## src/rtl/cpu_mem_responder.sv

```systemverilog
// Arbitrates the CPU fetch and data request ports onto one downstream memory port.
// Responses are one-cycle pulses carrying registered read data.
module cpu_mem_responder #(
    parameter int WIDTH     = 16,
    parameter int CNT_WIDTH = 16
) (
    input  logic                 clk,
    input  logic                 reset,
    input  logic                 instruction_request,
    input  logic [WIDTH-1:0]     instruction_address,
    output logic [WIDTH-1:0]     instr,
    output logic                 instruction_response,
    input  logic                 data_request,
    input  logic                 write_enable,
    input  logic [WIDTH-1:0]     mem_address,
    input  logic [1:0]           mem_byte_enable,
    input  logic [WIDTH-1:0]     write_data,
    output logic [WIDTH-1:0]     mem_rdata,
    output logic                 data_response,
    output logic                 pmem_read,
    output logic                 pmem_write,
    output logic [WIDTH-1:0]     pmem_address,
    output logic [WIDTH-1:0]     pmem_wdata,
    output logic [1:0]           pmem_byte_enable,
    input  logic [WIDTH-1:0]     pmem_rdata,
    input  logic                 pmem_resp,
    input  logic                 clear_counts,
    output logic [CNT_WIDTH-1:0] conflict_count
);

    // state  | meaning
    // IDLE   | waiting for a request; arbitration happens here
    // I_BUSY | fetch transaction outstanding downstream
    // D_BUSY | load or store outstanding downstream
    // RESP   | one-cycle response pulse, no new grant
    typedef enum logic [1:0] {IDLE, I_BUSY, D_BUSY, RESP} state_t;

    localparam logic [CNT_WIDTH-1:0] CNT_MAX = {CNT_WIDTH{1'b1}};

    state_t               state_q, state_d;
    logic                 last_data_q, last_data_d;
    logic                 we_q, we_d;
    logic                 drop_q, drop_d;
    logic [WIDTH-1:0]     instr_q, instr_d;
    logic [WIDTH-1:0]     mem_rdata_q, mem_rdata_d;
    logic [WIDTH-1:0]     pmem_address_q, pmem_address_d;
    logic [WIDTH-1:0]     pmem_wdata_q, pmem_wdata_d;
    logic [1:0]           pmem_byte_enable_q, pmem_byte_enable_d;
    logic                 pmem_read_q, pmem_read_d;
    logic                 pmem_write_q, pmem_write_d;
    logic                 instruction_response_q, instruction_response_d;
    logic                 data_response_q, data_response_d;
    logic [CNT_WIDTH-1:0] conflict_count_q, conflict_count_d;
    logic                 grant_data, grant_instr, conflict;

    always_comb begin
        state_d                = state_q;
        last_data_d            = last_data_q;
        we_d                   = we_q;
        drop_d                 = drop_q;
        instr_d                = instr_q;
        mem_rdata_d            = mem_rdata_q;
        pmem_address_d         = pmem_address_q;
        pmem_wdata_d           = pmem_wdata_q;
        pmem_byte_enable_d     = pmem_byte_enable_q;
        pmem_read_d            = pmem_read_q;
        pmem_write_d           = pmem_write_q;
        instruction_response_d = 1'b0;
        data_response_d        = 1'b0;
        conflict               = 1'b0;
        grant_data             = 1'b0;
        grant_instr            = 1'b0;

        case (state_q)
            IDLE: begin
                conflict    = instruction_request && data_request;
                // Round-robin: on a conflict serve whichever port did not win last
                grant_data  = data_request && (!instruction_request || !last_data_q);
                grant_instr = instruction_request && !grant_data;
                if (grant_instr) begin
                    state_d            = I_BUSY;
                    pmem_address_d     = instruction_address;
                    pmem_byte_enable_d = 2'b11;
                    pmem_read_d        = 1'b1;
                    last_data_d        = 1'b0;
                    drop_d             = 1'b0;
                end else if (grant_data) begin
                    state_d            = D_BUSY;
                    pmem_address_d     = mem_address;
                    pmem_wdata_d       = write_data;
                    pmem_byte_enable_d = write_enable ? mem_byte_enable : 2'b11;
                    we_d               = write_enable;
                    pmem_read_d        = !write_enable;
                    pmem_write_d       = write_enable;
                    last_data_d        = 1'b1;
                    drop_d             = 1'b0;
                end
            end
            I_BUSY: begin
                if (pmem_resp) begin
                    pmem_read_d = 1'b0;
                    instr_d     = pmem_rdata;
                    // A flushed fetch still finishes downstream but is not acknowledged
                    if (drop_q || !instruction_request) begin
                        state_d = IDLE;
                    end else begin
                        state_d                = RESP;
                        instruction_response_d = 1'b1;
                    end
                end else begin
                    drop_d = drop_q || !instruction_request;
                end
            end
            D_BUSY: begin
                if (pmem_resp) begin
                    pmem_read_d  = 1'b0;
                    pmem_write_d = 1'b0;
                    if (!we_q) begin
                        mem_rdata_d = pmem_rdata;
                    end
                    if (drop_q || !data_request) begin
                        state_d = IDLE;
                    end else begin
                        state_d         = RESP;
                        data_response_d = 1'b1;
                    end
                end else begin
                    drop_d = drop_q || !data_request;
                end
            end
            RESP: begin
                state_d = IDLE;
            end
            default: begin
                state_d = IDLE;
            end
        endcase

        if (clear_counts) begin
            conflict_count_d = '0;
        end else if (conflict && conflict_count_q != CNT_MAX) begin
            conflict_count_d = conflict_count_q + CNT_WIDTH'(1);
        end else begin
            conflict_count_d = conflict_count_q;
        end
    end

    always_ff @(posedge clk or posedge reset) begin
        if (reset) begin
            state_q                <= IDLE;
            last_data_q            <= 1'b0;
            we_q                   <= 1'b0;
            drop_q                 <= 1'b0;
            instr_q                <= '0;
            mem_rdata_q            <= '0;
            pmem_address_q         <= '0;
            pmem_wdata_q           <= '0;
            pmem_byte_enable_q     <= 2'b00;
            pmem_read_q            <= 1'b0;
            pmem_write_q           <= 1'b0;
            instruction_response_q <= 1'b0;
            data_response_q        <= 1'b0;
            conflict_count_q       <= '0;
        end else begin
            state_q                <= state_d;
            last_data_q            <= last_data_d;
            we_q                   <= we_d;
            drop_q                 <= drop_d;
            instr_q                <= instr_d;
            mem_rdata_q            <= mem_rdata_d;
            pmem_address_q         <= pmem_address_d;
            pmem_wdata_q           <= pmem_wdata_d;
            pmem_byte_enable_q     <= pmem_byte_enable_d;
            pmem_read_q            <= pmem_read_d;
            pmem_write_q           <= pmem_write_d;
            instruction_response_q <= instruction_response_d;
            data_response_q        <= data_response_d;
            conflict_count_q       <= conflict_count_d;
        end
    end

    assign instr                = instr_q;
    assign instruction_response = instruction_response_q;
    assign mem_rdata            = mem_rdata_q;
    assign data_response        = data_response_q;
    assign pmem_read            = pmem_read_q;
    assign pmem_write           = pmem_write_q;
    assign pmem_address         = pmem_address_q;
    assign pmem_wdata           = pmem_wdata_q;
    assign pmem_byte_enable     = pmem_byte_enable_q;
    assign conflict_count       = conflict_count_q;

endmodule

```

## config.mk

```make
export PLATFORM = sky130hd
export DESIGN_NAME = cpu_mem_responder
export DESIGN_NICKNAME = d
export VERILOG_FILES = /design/src/rtl/cpu_mem_responder.sv
export SDC_FILE = /design/constraint.sdc
export NUM_CORES = 1
export LEC_CHECK = 0
export CAP_MARGIN = 15
export CORE_ASPECT_RATIO = 0.7
export CORE_UTILIZATION = 39
export DETAILED_ROUTE_END_ITERATION = 16
export HOLD_SLACK_MARGIN = 0.03
export PLACE_DENSITY = 0.84
export SLEW_MARGIN = 10
export SYNTH_ARGS = -nofsm -noshare
export SYNTH_HDL_FRONTEND = slang
export SYNTH_SLANG_ARGS = --single-unit
```

## constraint.sdc

```tcl
create_clock -name clk -period 2.7 [get_ports clk]
set_clock_uncertainty 0.15 [all_clocks]
set_input_delay 0.27 -clock clk [delete_from_list [all_inputs] [get_ports clk]]
set_output_delay 0.27 -clock clk [all_outputs]
set_load 0.005 [all_outputs]
```

==> out/qor.txt, run 1 <==
core area - 9870 um^2
Routed Wire Length - 10200 um
number of global-route vias before repair - 3367
Worst setup endpoint - state_q[0]$_DFFE_PP0P_
remaining global-route overflow - 0
largest net degree at the start of global routing - 49
Sw Ratio - 0.291
Tightest Pin Transition - 689 ps
Max Freq - 466 MHz
Post-DRT Antenna Nets - 0
post-CTS setup repair buffer count - 0
clk slew on worst S/H paths - 60 ps
die height - 87.2 um
max_cap viols - 0
vias per inst - 5.20
top_reg_cell synth - dfrtp_1
Final Hold Viols - 0
HPWL Detailed - 7500 um
PortBufs - 158
Flop pwr share - 0.380
synth unique cells - 44
H-Tree Depth - 3
Post-Syn Area - 4050 um^2
first-pass GRT wire length - 16700 um
Async SR Flop Fraction - 1.00
status - complete, no violations
cells after synthesis - 337
routed vias - 3299
GRT Util Overall - 0.202
worst path required time - 2780 ps
CTS Buf Count - 9
sequential share of the synthesized area - 0.562
DRC viols - 0
DRT iter0 DRCs - 172
Relative slew margins - 0.539
Crit Path Max Fanout - 11
die width - 124 um
clock network fraction of design power - 0.207
YS warnings - 0
clk_lat worst skew - 340 ps
# setup viols final - 0
Initial Util - 0.410
die area - 10800 um^2
fin crit period - 2150 ps
reg2reg start - state_q[0]$_DFFE_PP0P_
layout cells sized above 1 - 0.172
syn avg cell area - 12.0 um^2
final period utilization - 0.795
Leakage - 2.61 nW
Reg2Reg Depth - 7
initial antenna violation count - 0
Diodes inserted - 0
Setup CP Type - flip-flop to flip-flop
wire per inst - 16.1 um
Critical R2R Capture - state_q[0]$_DFFE_PP0P_
final slew viol count - 0
Min-Delay Path Class - input pin to async pin
nets - 579
CP arrival - 2220 ps
crit path capture type - flip-flop
DR pass1 iterations - 4
Synthesized Nets - 415
post-CTS sizing - 0
CP startpoint - state_q[0]$_DFFE_PP0P_
# rows - 30
pre-CTS WS - 550 ps
pwr/cell area - 953 nW/um^2
Hold Worst Slack - 294 ps
# hold bufs at CTS - 0
Psw - 0.00169 W
CTS tree - yes
setup TNS - 0 ps
Final WS setup - 554 ps
io pins - 159
Yosys reg bits - 91
Pint - 0.00412 W
CP Launch Type - flip-flop
CTS max path bufs - 2
Layout area overhead - 50.6%
Logic pwr share - 0.413
setup slack, reg-to-reg - 550 ps
clk sinks - 91
EDFF count, synth - 0
CTS Root Buffer Type - clkbuf_16
GPL Wtd Cong - 0.887
RSZ-0062 raised after global routing - false
Peak supply drop - 0.000695 V
cells in the mapped netlist, types with 3 or more instances:
cell / n / area share
clkbuf_1: 7 / 0.0065
nor2b_1: 3 / 0.0046
or4_1: 5 / 0.0093
nor2_1: 10 / 0.0093
inv_1: 13 / 0.012
mux2_2: 52 / 0.14
o21ai_0: 23 / 0.028
ha_1: 5 / 0.015
nor3_1: 6 / 0.0074
or3_1: 4 / 0.0062
nand3_1: 5 / 0.0062
nand2_1: 33 / 0.031
a21oi_1: 10 / 0.012
dfrtp_1: 91 / 0.56
buf_2: 6 / 0.0074
o31ai_1: 6 / 0.011
mux2i_1: 19 / 0.047
nand4_1: 6 / 0.0093
worst min-delay path by stage:
stage               slack [ps]                         endpoint                         start
CTS                        300            instr[13]$_DFFE_PP0P_                         reset
finish                     290         mem_rdata[8]$_DFFE_PP0P_                         reset
global placement           300                 we_q$_DFFE_PP0P_              we_q$_DFFE_PP0P_
detailed placement         320                 we_q$_DFFE_PP0P_              we_q$_DFFE_PP0P_
floorplan                  230  pmem_byte_enable[1]$_DFFE_PP0P_                  write_enable
global route               360     pmem_address[11]$_DFFE_PP0P_  pmem_address[11]$_DFFE_PP0P_
critical path, stage by stage (launching register included):
cell     delay (ps)
dfrtp_1         410
inv_1           110
ha_1            170
buf_4           180
inv_1           100
or3_1           370
o21ai_0         160
mux2_2          380
layer usage:
metal  up-vias  global-route usage  routed length (um)
li1       1544                   -                   -
met1      1601               0.239                4170
met2       136               0.335                4950
met3        18              0.0910                1010
met4         0              0.0515                 108
met5         -                   0                   0
cell type report:
cell class,instances,area (um^2)
clock buffer,11,253
clock inverter,5,37.5
fill,788,3780
inverter,13,52.6
multi-input combinational,218,1660
sequential,91,2280
tap,128,160
timing repair buffer,168,1660
state kept, by name (all words and copies together) (netlist names):
| register | cells |
|---|---|
| instr | 16 |
| pmem_wdata | 16 |
| pmem_read | 1 |
| we_q | 1 |
| pmem_address | 16 |
| drop_q | 1 |
| mem_rdata | 16 |
| last_data_q | 1 |
| pmem_write | 1 |
| state_q | 2 |
| conflict_count | 16 |
| data_response | 1 |
| pmem_byte_enable | 2 |
| instruction_response | 1 |
cell families after synthesis:
logic type	synth area share
AOI/OAI and AO/OA	0.0878
adders and majority gates	0.0155
buffers and inverters	0.0297
DFF	0.562
muxes	0.192
and+or+nand+nor	0.113
per-stage QoR:
step,cell area (um^2),std cells,util,power (W)
3_3_place_gp,5810,618,0.588,0.00453
3_5_place_dp,5810,618,0.588,0.00464
5_1_grt,6100,634,0.617,0.00618
2_1_floorplan,4050,337,-,0.00319
6_report,6100,634,0.617,0.00581
4_1_cts,6100,634,0.617,0.00588
power groups by stage:
stage | clock network [W] | logic [W] | registers (W)
floorplan | 0 | 0.000947 | 0.00225
global placement | 0 | 0.00234 | 0.00220
detailed placement | 0 | 0.00241 | 0.00223
CTS | 0.00124 | 0.00243 | 0.00221
global route | 0.00129 | 0.00261 | 0.00227
finish | 0.00120 | 0.00240 | 0.00221
layout by cell type (no fill, tap or decap), types with 6 or more instances in the layout:
cell type and n:
mux2_2 52, dfrtp_1 91, buf_4 10, mux2i_1 19
nor2_1 10, a21oi_1 10, clkbuf_16 9, nand2_1 33
nand4_1 6, nor3_1 6, o31ai_1 6, inv_1 12
o21ai_0 22, clkdlybuf4s50_1 158
No activity file was read; power rests on OpenSTA's default activity.
==> run 2: changes to the inputs <==
- clock period: 2.7 -> 1.9 ns (I/O delays scaled with it)
==> out/qor.txt, run 2 (same netlist as run 1, synthesis figures left out) <==
# setup viols final - 0 (unchanged)
HPWL Detailed - 7720 um (+2.9%)
number of global-route vias before repair - 3532 (+4.9%)
final slew viol count - 0 (unchanged)
Fill cells - 714 (-9.4%)
clk_lat worst skew - 330 ps (about the same)
die area - 10800 um^2 (unchanged)
met2 WL - 5310 um (+7.4%)
Layout area overhead - 62.9%
Post-DRT Antenna Nets - 0 (unchanged)
worst path required time - 1960 ps (-820 ps)
io pins - 159 (unchanged)
CTS Root Buffer Type - clkbuf_16
WL met3 - 882 um (-13%)
Setup CP Type - flip-flop to flip-flop
RSZ-0062 raised after global routing - true
Initial Util - 0.410 (unchanged)
final period utilization - 0.977 (+0.182)
layout cells sized above 1 - 0.282 (+0.110)
DRC viols - 0 (unchanged)
pwr/cell area - 1300 nW/um^2 (+37%)
die width - 124 um (unchanged)
CP arrival - 1920 ps (-300 ps)
Max Used Layer - met4
crit path capture type - flip-flop
core area - 9870 um^2 (unchanged)
Crit Path Max Fanout - 5 (-6)
total design power - 0.00860 W (+48%)
routed vias - 3462 (+4.9%)
commonest non-fill, non-tap cell in the layout - clkdlybuf4s50_1
Placed Cells - 652 (+5.5%)
nets - 620 (+7.1%)
Leakage - 2.86 nW (+9.5%)
Tightest Pin Transition - 488 ps (-201 ps)
clk slew on worst S/H paths - 70 ps (about the same)
CP Launch Type - flip-flop
setup slack, reg-to-reg - 40 ps (-510 ps)
die height - 87.2 um (unchanged)
M1 wire length - 4580 um (+10%)
wire per inst - 16.2 um (+0.65%)
DR pass1 iterations - 4 (unchanged)
max_cap viols - 0 (unchanged)
Min-Delay Path Class - input pin to async pin
CTS tree - yes
DRT iter0 DRCs - 103 (-40%)
CTS max path bufs - 2 (unchanged)
Peak supply drop - 0.000972 V (+40%)
status - complete, no violations
Diodes inserted - 0 (unchanged)
vias per inst - 5.13 (-1.4%)
commonest non-fill, non-tap cells in the layout - clkdlybuf4s50_1 (158), dfrtp_1 (90), mux2_2 (51)
H-Tree Depth - 3 (unchanged)
CTS Buf Count - 9 (unchanged)
largest net degree at the start of global routing - 92 (+88%)
remaining global-route overflow - 0 (unchanged)
first-pass GRT wire length - 17000 um (+2.0%)
fin crit period - 1860 ps (-289 ps)
Routed Wire Length - 11000 um (+7.2%)
GPL Wtd Cong - 0.869 (-2.0%)
Post-Layout Cell Count - 675 (+6.5%)
clk sinks - 91 (unchanged)
Max Freq - 539 MHz (+16%)
# rows - 30 (unchanged)
GRT Util Overall - 0.205 (+0.00286)
Relative slew margins - 0.675 (+0.136)
initial antenna violation count - 0 (unchanged)
PortBufs - 158 (unchanged)
# hold bufs at CTS - 0 (unchanged)
Final Hold Viols - 0 (unchanged)
run 2: cell types whose count changed in the layout (fill, tap and decap cells not counted), moves of 3 or more:
cell / before / now
buf_4: 10 / 46
a21oi_1: 10 / 3
a21oi_2: 1 / 8
buf_12: 0 / 4
or3_1: 4 / 1
or3_4: 0 / 3
or4_1: 5 / 2
or4_4: 0 / 3
run 2: what timing repair did:
action,4_1_cts,5_1_grt
resized for setup,12,23
pin swaps,6,11
endpoints found under the setup margin,13,14
setup buffers,2,5
run 2: layer usage:
metal / vias up / global-route usage
met5: - / 0
met4: 0 / 0.0570
li1: 1624 / -
met2: 133 / 0.342
met1: 1686 / 0.253
met3: 19 / 0.0700
run 2: final timing paths:
check | cells past startpoint | endpoint | start
max | 8 | state_q[0]$_DFFE_PP0P_ | state_q[0]$_DFFE_PP0P_
min | 3 | conflict_count[12]$_DFFE_PP0P_ | reset
max reg2reg | 8 | state_q[0]$_DFFE_PP0P_ | state_q[0]$_DFFE_PP0P_
min reg2reg | 2 | pmem_address[13]$_DFFE_PP0P_ | pmem_address[13]$_DFFE_PP0P_
max in group asynchronous | 3 | conflict_count[5]$_DFFE_PP0P_ | reset
min in group clk | 3 | data_response$_DFF_PP0_ | pmem_resp
run 2: worst max-delay path, stage by stage, from the launching register on:
cell and delay [ps]:
dfrtp_1 370, inv_2 60, buf_4 130, ha_1 210, buf_4 160, a22oi_2 150, nor3_2 90, o21bai_1 160
mux2_2 260
run 2: cell type report:
cell class / instances / area (um^2) / area share
tap: 128 / 160 / 0.0243
multi-input combinational: 218 / 1800 / 0.272
sequential: 91 / 2280 / 0.345
clock inverter: 6 / 47.5 / 0.00721
clock buffer: 10 / 239 / 0.0362
inverter: 13 / 52.6 / 0.00797
timing repair buffer: 209 / 2020 / 0.307
run 2: power by group:
part           internal [W]  switching [W]
logic               0.00243        0.00135
registers           0.00272       0.000412
clock network      0.000934       0.000756
total               0.00609        0.00252
run 2: per-stage QoR:
stage                      util  setup slack [ps]  instance area [um^2]  hold WS, ps  TNS [ps]
after floorplan               -             -11.0                  4070          151      -110
after global placement    0.620             -52.2                  6120          304      -122
after detailed placement  0.620              -101                  6120          322      -547
after CTS                 0.655             -10.6                  6470          225     -10.6
after global routing      0.668             -48.7                  6600          243      -183
final                     0.668              43.5                  6600          193         0
==> run 3: changes to the inputs <==
- SLEW_MARGIN: 10 -> 40
==> results of run 3 <==
No change in the layout: final DEF, timing and power equal those of run 2.
